--- config.mk ---
export PLATFORM = sky130hd
export DESIGN_NAME = vga_timing_gen_flat
export DESIGN_NICKNAME = d
export VERILOG_FILES = /design/src/rtl/vga_pkg.sv /design/src/rtl/vga_timing_gen_if.sv /design/src/rtl/vga_axis_counter.sv /design/src/rtl/vga_timing_gen.sv /design/src/flat_wrapper.sv
export SDC_FILE = /design/constraint.sdc
export NUM_CORES = 1
export LEC_CHECK = 0
export ABC_AREA = 1
export CAP_MARGIN = 10
export CORE_ASPECT_RATIO = 0.6
export CORE_UTILIZATION = 35
export CTS_BUF_LIST = sky130_fd_sc_hd__clkbuf_2 sky130_fd_sc_hd__clkbuf_4 sky130_fd_sc_hd__clkbuf_8
export DETAILED_ROUTE_END_ITERATION = 10
export PLACE_DENSITY = 0.61
export SYNTH_ARGS = -nofsm -noshare
export SYNTH_HDL_FRONTEND = slang
export SYNTH_HIERARCHICAL = 1
export SYNTH_SLANG_ARGS = --single-unit
export TNS_END_PERCENT = 20
--- constraint.sdc ---
create_clock -name clk -period 2.6 [get_ports clk]
set_clock_uncertainty 0.05 [all_clocks]
set_input_delay 0.39 -clock clk [delete_from_list [all_inputs] [get_ports clk]]
set_output_delay 0.39 -clock clk [all_outputs]
set_load 0.1 [all_outputs]
--- src/rtl/vga_pkg.sv ---
// Shared raster constants and the coordinate type used by the sprite/tile ROM blocks.
package vga_pkg;

  localparam int COORD_W = 10;
  typedef logic [COORD_W-1:0] coord_t;

  localparam int DEF_CLK_DIV  = 2;
  localparam int DEF_H_ACTIVE = 640;
  localparam int DEF_H_FP     = 16;
  localparam int DEF_H_SYNC   = 96;
  localparam int DEF_H_BP     = 48;
  localparam int DEF_V_ACTIVE = 480;
  localparam int DEF_V_FP     = 10;
  localparam int DEF_V_SYNC   = 2;
  localparam int DEF_V_BP     = 33;

  function automatic int axis_total(input int active, input int fp, input int sync, input int bp);
    return active + fp + sync + bp;
  endfunction

  function automatic int sync_start(input int active, input int fp);
    return active + fp;
  endfunction

  // Exclusive end of the sync pulse.
  function automatic int sync_end(input int active, input int fp, input int sync);
    return active + fp + sync;
  endfunction

  localparam int H_TOTAL      = axis_total(DEF_H_ACTIVE, DEF_H_FP, DEF_H_SYNC, DEF_H_BP);
  localparam int V_TOTAL      = axis_total(DEF_V_ACTIVE, DEF_V_FP, DEF_V_SYNC, DEF_V_BP);
  localparam int H_SYNC_START = sync_start(DEF_H_ACTIVE, DEF_H_FP);
  localparam int H_SYNC_END   = sync_end(DEF_H_ACTIVE, DEF_H_FP, DEF_H_SYNC);
  localparam int V_SYNC_START = sync_start(DEF_V_ACTIVE, DEF_V_FP);
  localparam int V_SYNC_END   = sync_end(DEF_V_ACTIVE, DEF_V_FP, DEF_V_SYNC);

endpackage

--- src/rtl/vga_timing_gen_if.sv ---
// Raster output bundle: generator drives through master, renderers/DAC read through slave.
// frame_cnt exists only when VGA_FRAME_CNT_EN is defined.
interface vga_timing_gen_if;
  import vga_pkg::*;

  // No handshake: every signal is a free-running registered output; pix_en
  // qualifies the cycle on which Q_X/Q_Y step to the next pixel.
  logic   pix_en;
  logic   vga_clk;
  coord_t Q_X;
  coord_t Q_Y;
  logic   active;
  logic   hsync_n;
  logic   vsync_n;
  logic   blank_n;
  logic   sync_n;
  logic   frame_start;
`ifdef VGA_FRAME_CNT_EN
  logic [15:0] frame_cnt;
`endif

  modport master (
    output pix_en, vga_clk, Q_X, Q_Y, active, hsync_n, vsync_n, blank_n, sync_n, frame_start
`ifdef VGA_FRAME_CNT_EN
    , output frame_cnt
`endif
  );

  modport slave (
    input pix_en, vga_clk, Q_X, Q_Y, active, hsync_n, vsync_n, blank_n, sync_n, frame_start
`ifdef VGA_FRAME_CNT_EN
    , input frame_cnt
`endif
  );

endinterface

--- src/rtl/vga_axis_counter.sv ---
// One raster axis: wrapping position counter with sync/active flags decoded
// from the next count so they switch on the same edge as cnt.
module vga_axis_counter
  import vga_pkg::*;
#(
  parameter int ACTIVE = DEF_H_ACTIVE,
  parameter int FP     = DEF_H_FP,
  parameter int SYNC   = DEF_H_SYNC,
  parameter int BP     = DEF_H_BP
) (
  input  logic   clk,
  input  logic   rst,
  input  logic   inc,
  output coord_t cnt,
  output logic   wrap,
  output logic   sync_n,
  output logic   in_active
);

  localparam int     TOTAL        = axis_total(ACTIVE, FP, SYNC, BP);
  localparam coord_t C_LAST       = coord_t'(TOTAL - 1);
  localparam coord_t C_ACTIVE     = coord_t'(ACTIVE);
  localparam coord_t C_SYNC_START = coord_t'(sync_start(ACTIVE, FP));
  localparam coord_t C_SYNC_END   = coord_t'(sync_end(ACTIVE, FP, SYNC));

  coord_t r_cnt;
  logic   r_sync_n;
  logic   r_in_active;
  coord_t w_next;

  assign wrap   = (r_cnt == C_LAST);
  assign w_next = wrap ? '0 : r_cnt + 1'b1;

  // Reset parks the axis on its last position so the first step lands on 0.
  always_ff @(posedge clk or posedge rst) begin
    if (rst) begin
      r_cnt       <= C_LAST;
      r_sync_n    <= 1'b1;
      r_in_active <= 1'b0;
    end else if (inc) begin
      r_cnt       <= w_next;
      r_sync_n    <= !((w_next >= C_SYNC_START) && (w_next < C_SYNC_END));
      r_in_active <= (w_next < C_ACTIVE);
    end
  end

  assign cnt       = r_cnt;
  assign sync_n    = r_sync_n;
  assign in_active = r_in_active;

endmodule

--- src/rtl/vga_timing_gen.sv ---
// VGA raster timing generator: pixel-enable divider plus horizontal/vertical axis counters.
// Define VGA_FRAME_CNT_EN to add the 16-bit frame counter output.
module vga_timing_gen
  import vga_pkg::*;
#(
  parameter int CLK_DIV  = DEF_CLK_DIV,
  parameter int H_ACTIVE = DEF_H_ACTIVE,
  parameter int H_FP     = DEF_H_FP,
  parameter int H_SYNC   = DEF_H_SYNC,
  parameter int H_BP     = DEF_H_BP,
  parameter int V_ACTIVE = DEF_V_ACTIVE,
  parameter int V_FP     = DEF_V_FP,
  parameter int V_SYNC   = DEF_V_SYNC,
  parameter int V_BP     = DEF_V_BP
) (
  input  logic              clk,
  input  logic              rst,
  vga_timing_gen_if.master  o_vga
);

  localparam int DIV_W = $clog2(CLK_DIV);
  localparam logic [DIV_W-1:0] DIV_MAX  = DIV_W'(CLK_DIV - 1);
  localparam logic [DIV_W-1:0] DIV_HALF = DIV_W'(CLK_DIV / 2);

  if (axis_total(H_ACTIVE, H_FP, H_SYNC, H_BP) > 1024 ||
      axis_total(V_ACTIVE, V_FP, V_SYNC, V_BP) > 1024) begin : g_bad_total
    $error("vga_timing_gen: H_TOTAL/V_TOTAL exceed the 10-bit coordinate range");
  end
  if (CLK_DIV < 2) begin : g_bad_div
    $error("vga_timing_gen: CLK_DIV must be at least 2");
  end

  logic [DIV_W-1:0] r_div_cnt;
  logic             r_pix_en;
  logic             r_vga_clk;
  logic             r_frame_start;
  logic [DIV_W-1:0] w_div_next;

  coord_t w_h_cnt, w_v_cnt;
  logic   w_h_wrap, w_v_wrap;
  logic   w_hsync_n, w_vsync_n;
  logic   w_h_active, w_v_active;
  logic   w_v_inc;
  logic   w_frame_edge;

  assign w_div_next = (r_div_cnt == DIV_MAX) ? '0 : r_div_cnt + 1'b1;

  // pix_en/vga_clk decode the next divider value so they are flops, not gates.
  always_ff @(posedge clk or posedge rst) begin
    if (rst) begin
      r_div_cnt <= '0;
      r_pix_en  <= 1'b0;
      r_vga_clk <= 1'b0;
    end else begin
      r_div_cnt <= w_div_next;
      r_pix_en  <= (w_div_next == DIV_MAX);
      r_vga_clk <= (w_div_next >= DIV_HALF);
    end
  end

  vga_axis_counter #(
    .ACTIVE(H_ACTIVE), .FP(H_FP), .SYNC(H_SYNC), .BP(H_BP)
  ) u_h_axis (
    .clk(clk), .rst(rst), .inc(r_pix_en),
    .cnt(w_h_cnt), .wrap(w_h_wrap), .sync_n(w_hsync_n), .in_active(w_h_active)
  );

  assign w_v_inc = w_h_wrap & r_pix_en;

  vga_axis_counter #(
    .ACTIVE(V_ACTIVE), .FP(V_FP), .SYNC(V_SYNC), .BP(V_BP)
  ) u_v_axis (
    .clk(clk), .rst(rst), .inc(w_v_inc),
    .cnt(w_v_cnt), .wrap(w_v_wrap), .sync_n(w_vsync_n), .in_active(w_v_active)
  );

  // Both axes at their last position means the coming step lands on (0,0).
  assign w_frame_edge = r_pix_en & w_h_wrap & w_v_wrap;

  always_ff @(posedge clk or posedge rst) begin
    if (rst) begin
      r_frame_start <= 1'b0;
    end else if (r_pix_en) begin
      r_frame_start <= w_h_wrap & w_v_wrap;
    end
  end

`ifdef VGA_FRAME_CNT_EN
  logic [15:0] r_frame_cnt;

  always_ff @(posedge clk or posedge rst) begin
    if (rst) begin
      r_frame_cnt <= '0;
    end else if (w_frame_edge) begin
      r_frame_cnt <= r_frame_cnt + 16'd1;
    end
  end

  assign o_vga.frame_cnt = r_frame_cnt;
`else
  logic w_frame_edge_unused;
  assign w_frame_edge_unused = w_frame_edge;
`endif

  // Both in_active flops update on the same pix_en edge, so the AND is skew-free.
  assign o_vga.pix_en      = r_pix_en;
  assign o_vga.vga_clk     = r_vga_clk;
  assign o_vga.Q_X         = w_h_cnt;
  assign o_vga.Q_Y         = w_v_cnt;
  assign o_vga.active      = w_h_active & w_v_active;
  assign o_vga.blank_n     = w_h_active & w_v_active;
  assign o_vga.hsync_n     = w_hsync_n;
  assign o_vga.vsync_n     = w_vsync_n;
  assign o_vga.sync_n      = 1'b0;
  assign o_vga.frame_start = r_frame_start;

endmodule

--- src/flat_wrapper.sv ---
// flat-port wrapper written by rule: the top's interface ports become plain ports
module vga_timing_gen_flat import vga_pkg::*;
#(
  parameter int CLK_DIV  = DEF_CLK_DIV,
  parameter int H_ACTIVE = DEF_H_ACTIVE,
  parameter int H_FP     = DEF_H_FP,
  parameter int H_SYNC   = DEF_H_SYNC,
  parameter int H_BP     = DEF_H_BP,
  parameter int V_ACTIVE = DEF_V_ACTIVE,
  parameter int V_FP     = DEF_V_FP,
  parameter int V_SYNC   = DEF_V_SYNC,
  parameter int V_BP     = DEF_V_BP
)
  (clk, rst, o_vga_pix_en, o_vga_vga_clk, o_vga_Q_X, o_vga_Q_Y, o_vga_active, o_vga_hsync_n, o_vga_vsync_n, o_vga_blank_n, o_vga_sync_n, o_vga_frame_start);
  vga_timing_gen_if o_vga_i ();
  input  logic clk;
  input  logic rst;
  output wire logic [$bits(o_vga_i.pix_en)-1:0] o_vga_pix_en;
  output wire logic [$bits(o_vga_i.vga_clk)-1:0] o_vga_vga_clk;
  output wire logic [$bits(o_vga_i.Q_X)-1:0] o_vga_Q_X;
  output wire logic [$bits(o_vga_i.Q_Y)-1:0] o_vga_Q_Y;
  output wire logic [$bits(o_vga_i.active)-1:0] o_vga_active;
  output wire logic [$bits(o_vga_i.hsync_n)-1:0] o_vga_hsync_n;
  output wire logic [$bits(o_vga_i.vsync_n)-1:0] o_vga_vsync_n;
  output wire logic [$bits(o_vga_i.blank_n)-1:0] o_vga_blank_n;
  output wire logic [$bits(o_vga_i.sync_n)-1:0] o_vga_sync_n;
  output wire logic [$bits(o_vga_i.frame_start)-1:0] o_vga_frame_start;
  assign o_vga_pix_en = o_vga_i.pix_en;
  assign o_vga_vga_clk = o_vga_i.vga_clk;
  assign o_vga_Q_X = o_vga_i.Q_X;
  assign o_vga_Q_Y = o_vga_i.Q_Y;
  assign o_vga_active = o_vga_i.active;
  assign o_vga_hsync_n = o_vga_i.hsync_n;
  assign o_vga_vsync_n = o_vga_i.vsync_n;
  assign o_vga_blank_n = o_vga_i.blank_n;
  assign o_vga_sync_n = o_vga_i.sync_n;
  assign o_vga_frame_start = o_vga_i.frame_start;
  vga_timing_gen #(.CLK_DIV(CLK_DIV), .H_ACTIVE(H_ACTIVE), .H_FP(H_FP), .H_SYNC(H_SYNC), .H_BP(H_BP), .V_ACTIVE(V_ACTIVE), .V_FP(V_FP), .V_SYNC(V_SYNC), .V_BP(V_BP)) u_core (.clk(clk), .rst(rst), .o_vga(o_vga_i));
endmodule
==> impl_metrics.csv <==
group,metric,value,unit
grt,grt_pass1_wl,6110,um
timing,slew_viol_final,0,
synthesis,yosys_warnings,6,
run_status,violations,"design-rule violations",
drt,wire_per_inst,11.3,um
synthesis,synth_edf_count,0,
grt,use_met2,18.0,%
grt,grt_pass1_vias,1210,
power_and_ir_drop,leakage,0.946,nW
grt,grt_max_degree,15,
synthesis,synth_top_area_share,20.9,%
clock_network,cts_tree,"built",
grt,overflow,0,
synthesis,synth_seq_cells,26,
synthesis,syn_area_per_cell,7.40,sq um
timing,fin_tns_setup,0,ps
clock_network,cts_resized,0,
cells_and_area,drive_gt1_share,26.7,%
synthesis,synth_area_leaders,"dfrtp_1, dfstp_2, nand2_1",
power_and_ir_drop,vdd_drop_max,0.000164,V
clock_network,cts-buffers-inserted,3,
setup_path,endpoint_kind,"flop",
place,dpl.hpwl,2900,um
timing,finalCriticalPeriod,2130,ps
run_status,status,"complete, but fails checks",
synthesis,synth_area,0.00168,sq mm
clock_network,clock_sink_count,26,
cells_and_area,diodes,0,
job,maxCapViolCount,0,
timing,setup_viol,0,
setup_path,crit_path_start_kind,"flop",
grt,grt.met1_usage,26.9,%
place,globalplace.congestion,0.794,
synthesis,synthCells,227,
setup_path,critPathRequiredTime,2750,ps
clock_network,worstSkewPairLatency,270,ps
drt,ant_nets,0,
floorplanning,ios,30,
grt,antenna_found_initial,0,
floorplanning,core,0.00459,sq mm
setup_path,crit_arrival,2280,ps
drt,vias,1418,
clock_network,cts_hold_buffers,0,
setup_path,path_class,"reg -> reg",
floorplanning,start_util,36.6,%
drt,drtPass1Iterations,7,
drt,finalWirelength,3600,um
floorplanning,die_area,0.00509,sq mm
synthesis,synthArstFlopShare,100,%
floorplanning,fp.dieW,91.4,um
timing,max_freq,470,MHz
grt,use_met3,3.83,%
grt,track_usage,15.4,%
cells_and_area,design_area,0.00200,sq mm
grt,gr-max-usage-layer,"met1",
place,portBuffers,28,
synthesis,yosys_most_used_dff,"dfrtp_1",
synthesis,synth.distinct_cells,30,
cells_and_area,final_util,43.5,%
timing,hold_viol,0,
drt,first_iter_violations,138,
synthesis,ys_seq_area_share,39.6,%
cells_and_area,syn_to_final_growth,18.9,%
cells_and_area,nets,263,
clock_network,clockBufferDepth,2,
hold_path,holdCritPathClass,"in -> async",
setup_path,crit_fanout,10,
floorplanning,die_h,55.7,um
place,place_area,0.00194,sq mm
power_and_ir_drop,p_per_area,340,mW/mm^2
drt,routed_via_density,4.46,
timing,finalCritPeriodShare,81.9,%
clock_network,post_cts_buffers,0,
synthesis,yosysTopAreaCell,"dfrtp_1",
clock_network,clockRootBuffer,"clkbuf_8",
clock_network,clk_pin_slew,90,ps
clock_network,htree_num_levels,1,
synthesis,syn_nets,234,
floorplanning,rows,19,
timing,rsz0062_at_grt,"false",
drt,drc,2,
kinds of logic (layout without fill, tap and decap cells):
logic type,Yosys count,in the layout,synth area share [%]
and+or+nand+nor,126,126,35.5
AOI/OAI and AO/OA,24,24,8.05
buffers and inverters,40,68,10.2
DFF,26,26,39.6
adders and majority gates,5,5,3.73
xor gates and xnor gates,5,5,2.61
other,1,1,0.223
synthesized netlist by cell type, types with 2 or more instances:
library cell,n
nor3_1,2
nor2_4,4
inv_1,30
clkinv_1,2
clkbuf_1,2
dfrtp_1,14
nand3_1,15
a21oi_1,4
nand2_2,7
nand3_2,5
nor2_2,2
buf_4,3
o21a_1,2
xor2_1,4
o21ai_0,14
inv_2,2
ha_1,5
dfstp_2,12
nor2_1,26
nand2_1,62
registers in the layout, summed over array words and instances, names as in the netlist:
signal,flops
u_core/u_h_axis/cnt,10
u_core/u_v_axis/cnt,10
u_core/o_vga.frame_start,1
u_core/o_vga.pix_en,1
u_core/u_h_axis/in_active,1
u_core/u_h_axis/sync_n,1
u_core/u_v_axis/in_active,1
u_core/u_v_axis/sync_n,1
cell usage in the layout (no fill, tap or decap):
cell type,instances
dfrtp_1,14
nor3_1,2
a21oi_1,4
or2_0,1
nand3_2,5
inv_2,2
o31ai_1,1
nand3_4,1
nor2_1,26
nand2_2,7
clkinv_1,2
clkdlybuf4s50_1,1
o21ai_1,1
clkbuf_8,4
nor2_4,4
o21ai_0,14
buf_4,29
nand2_1,62
a21oi_2,1
inv_1,30
nor4_1,1
nor2_2,2
o21ai_2,1
xor2_1,4
conb_1,1
ha_1,5
xnor2_1,1
o21a_1,2
dfstp_2,12
nand3_1,15
per-layer routing:
layer	part of all wire (%)	wire, um
met2	36	1290
met4	0	0
met1	58	2100
met5	0	0
met3	6.0	215
worst max-delay path: stages (launching register included):
cell	delay, ps
dfstp_2	580
ha_1	210
nand2_2	90
inv_1	60
nand2_1	80
nor4_1	270
nand2_1	90
inv_1	200
buf_4	210
nand2_1	90
o21ai_2	130
power breakdown:
| group | switching (mW) | internal (mW) | leakage [nW] |
|---|---|---|---|
| sequential | 0 | 0.405 | 0.311 |
| clock | 0.122 | 0.135 | 0.0288 |
| combinational | 0.0149 | 0.00165 | 0.606 |
| total | 0.137 | 0.542 | 0.946 |
area by class of cell:
class,count,area [sq um]
Clock buffer,4,55.1
Fill cell,484,2590
Inverter,34,128
Multi-Input combinational cell,161,842
Sequential cell,26,666
Tap cell,63,78.8
Timing Repair Buffer,30,228
final timing paths:
| path | from | to | slack [ps] | cells past startpoint |
|---|---|---|---|---|
| worst max-delay path | u_core/u_h_axis/cnt[0] | u_core/u_v_axis/in_active | 470 | 10 |
| worst min-delay path | rst | u_core/o_vga.pix_en | 280 | 2 |
| worst max register to register | u_core/u_h_axis/cnt[0] | u_core/u_v_axis/in_active | 470 | 10 |
| worst min register to register | u_core/u_h_axis/sync_n | u_core/u_h_axis/sync_n | 440 | 2 |
| max in group asynchronous | rst | u_core/u_h_axis/sync_n | 1690 | 2 |
| min in group clk | u_core/u_h_axis/sync_n | u_core/u_h_axis/sync_n | 440 | 2 |
stage by stage:
step                worst slack (ps)  total power, mW  std cells  hold WS [ps]
floorplan                        132            0.426        227          81.2
global placement                 557            0.429        314           429
detailed placement               507            0.430        314           433
CTS                              478            0.693        318           277
global route                     180            0.709        318           301
finish                           471            0.679        318           283
(Power assumes the default switching activity.)
==> RTL edit: new RTL, config.mk and constraints unchanged <==
Set the package constant `COORD_W` to 12 (it was 10).
--- a/src/rtl/vga_pkg.sv
+++ b/src/rtl/vga_pkg.sv
@@ -1,7 +1,7 @@
 // Shared raster constants and the coordinate type used by the sprite/tile ROM blocks.
 package vga_pkg;
 
-  localparam int COORD_W = 10;
+  localparam int COORD_W = 12;
   typedef logic [COORD_W-1:0] coord_t;
 
   localparam int DEF_CLK_DIV  = 2;
Interface: changed (resized o_vga_Q_X and o_vga_Q_Y); port bits go from 30 to 34. No check against the original RTL was run, so the function may have changed too.
==> RTL edit against the original RTL <==
  * Count of clock-buffer cells in the layout rose by 4
  * Cell count grew 31%
  * Largest power group unchanged
  * Largest cell class unchanged
  * Synthesized area rose by 24%
  * Final area grew 26%
  * Total power increased by 37%
  * Clock power increased by 73%
  * Synthesized cell count up 33%
  * Sequential cell count rose by 4
  * Critical path type unchanged
  * Sequential power up 16%
  * Worst setup slack got worse by 0.18 ns
  * Routed wire length rose by 43%
  * Non-clock buffer count grew 4
==> RTL edit: results <==
export IMPL_ys_top_cells_by_count="98 x nand2_1, 40 x inv_1, 29 x nor2_1"
export IMPL_total_leakage_power_uw=0.00124
export IMPL_crit_path_start="u_core/u_h_axis/cnt[1]"
export IMPL_instances_no_fill=416
export IMPL_xor_xnor_share_of_the_synthesized_area_pct=1.26
export IMPL_pwr_group_combinational_uw=17.8
export IMPL_post_synth_inst_count=303
export IMPL_power_frac_comb_pct=1.9
export IMPL_worstPathMaxFanout=14
export IMPL_grt_util_all_layers_pct=17.9
export IMPL_first_global_vias=1605
export IMPL_seqPwrFrac_pct=50.3
export IMPL_synth_seq_area_share_pct=36.7
export IMPL_grt_pass1_wl_um=8390
export IMPL_worst_ir_drop_vdd_mv=0.186
export IMPL_post_drt_via_cell_ratio=4.76
export IMPL_port_buffer_count=32
export IMPL_cpLargestDelayFamily="buffers and inverters"
export IMPL_post_synth_main_area_contributors="dfrtp_1 22%, nand2_1 18%, dfstp_2 15%, inv_1 7.2%, nand3_1 6.2%"
export IMPL_dr_pass1_iters=4
export IMPL_htreeDepth=2
export IMPL_dp_cells=407
export IMPL_placement_setup_worst_slack_ns=0.312
export IMPL_arrival_ns=2.42
export IMPL_power_switching_uw=193
export IMPL_final_layout_size_suffix_gt1_share_pct=23.8
export IMPL_synthDistinctLibCells=31
export IMPL_layout_nets=341
export IMPL_fillCellCount=566
export IMPL_routabilityCongestion=0.839
export IMPL_dr_first_iter_drc_count=148
export IMPL_pin_count_of_the_biggest_net_entering_global_routing=20
export IMPL_timing_rr_end="u_core/u_v_axis/cnt[0]"
export IMPL_min_period_ns=2.31
export IMPL_place_area_um2=2370
export IMPL_ff2ff_path_depth=11
export IMPL_status="completed"
export IMPL_clkTransAtPathRegs_ns=0.06
export IMPL_routed_wl_um=5140
export IMPL_synthAdderAreaFrac_pct=2.40
export IMPL_post_dp_hpwl_um=3990
RTL edit: cell count changes after synthesis, moves of 2 or more:
cell      change
o21a_1        -2
nor2_1        +3
nor2_2        +3
inv_1        +10
buf_4         +2
nand2_1      +36
nor3_2        +2
o21ai_0       +6
nand4_1       +5
nand2_2       -3
dfrtp_1       +4
o21bai_1      +2
xor2_1        -2
nand3_1      +11
RTL edit: layer usage:
metal,routed length [um],vias to the layer above,global-route usage [%]
li1,-,1012,-
met4,48,0,3.93
met3,323,4,3.80
met1,2930,903,29.7
met2,1840,60,22.3
met5,0,-,0
RTL edit: repair_timing:
item | 4_1_cts | 5_1_grt
endpoints found under the setup margin | 0 | 1
hold buffers | 0 | 0
hold endpoints to repair | 0 | 0
buffers inserted | 0 | 1
gates resized for setup | 0 | 1
RTL edit: layout make-up:
class,instances,area [um^2],area share [%]
clock buffer,8,110,4.39
inverter,44,169,6.73
multi-input combinational,220,1090,43.6
sequential,30,766,30.5
tap,80,100,3.99
timing repair buffer,34,270,10.8
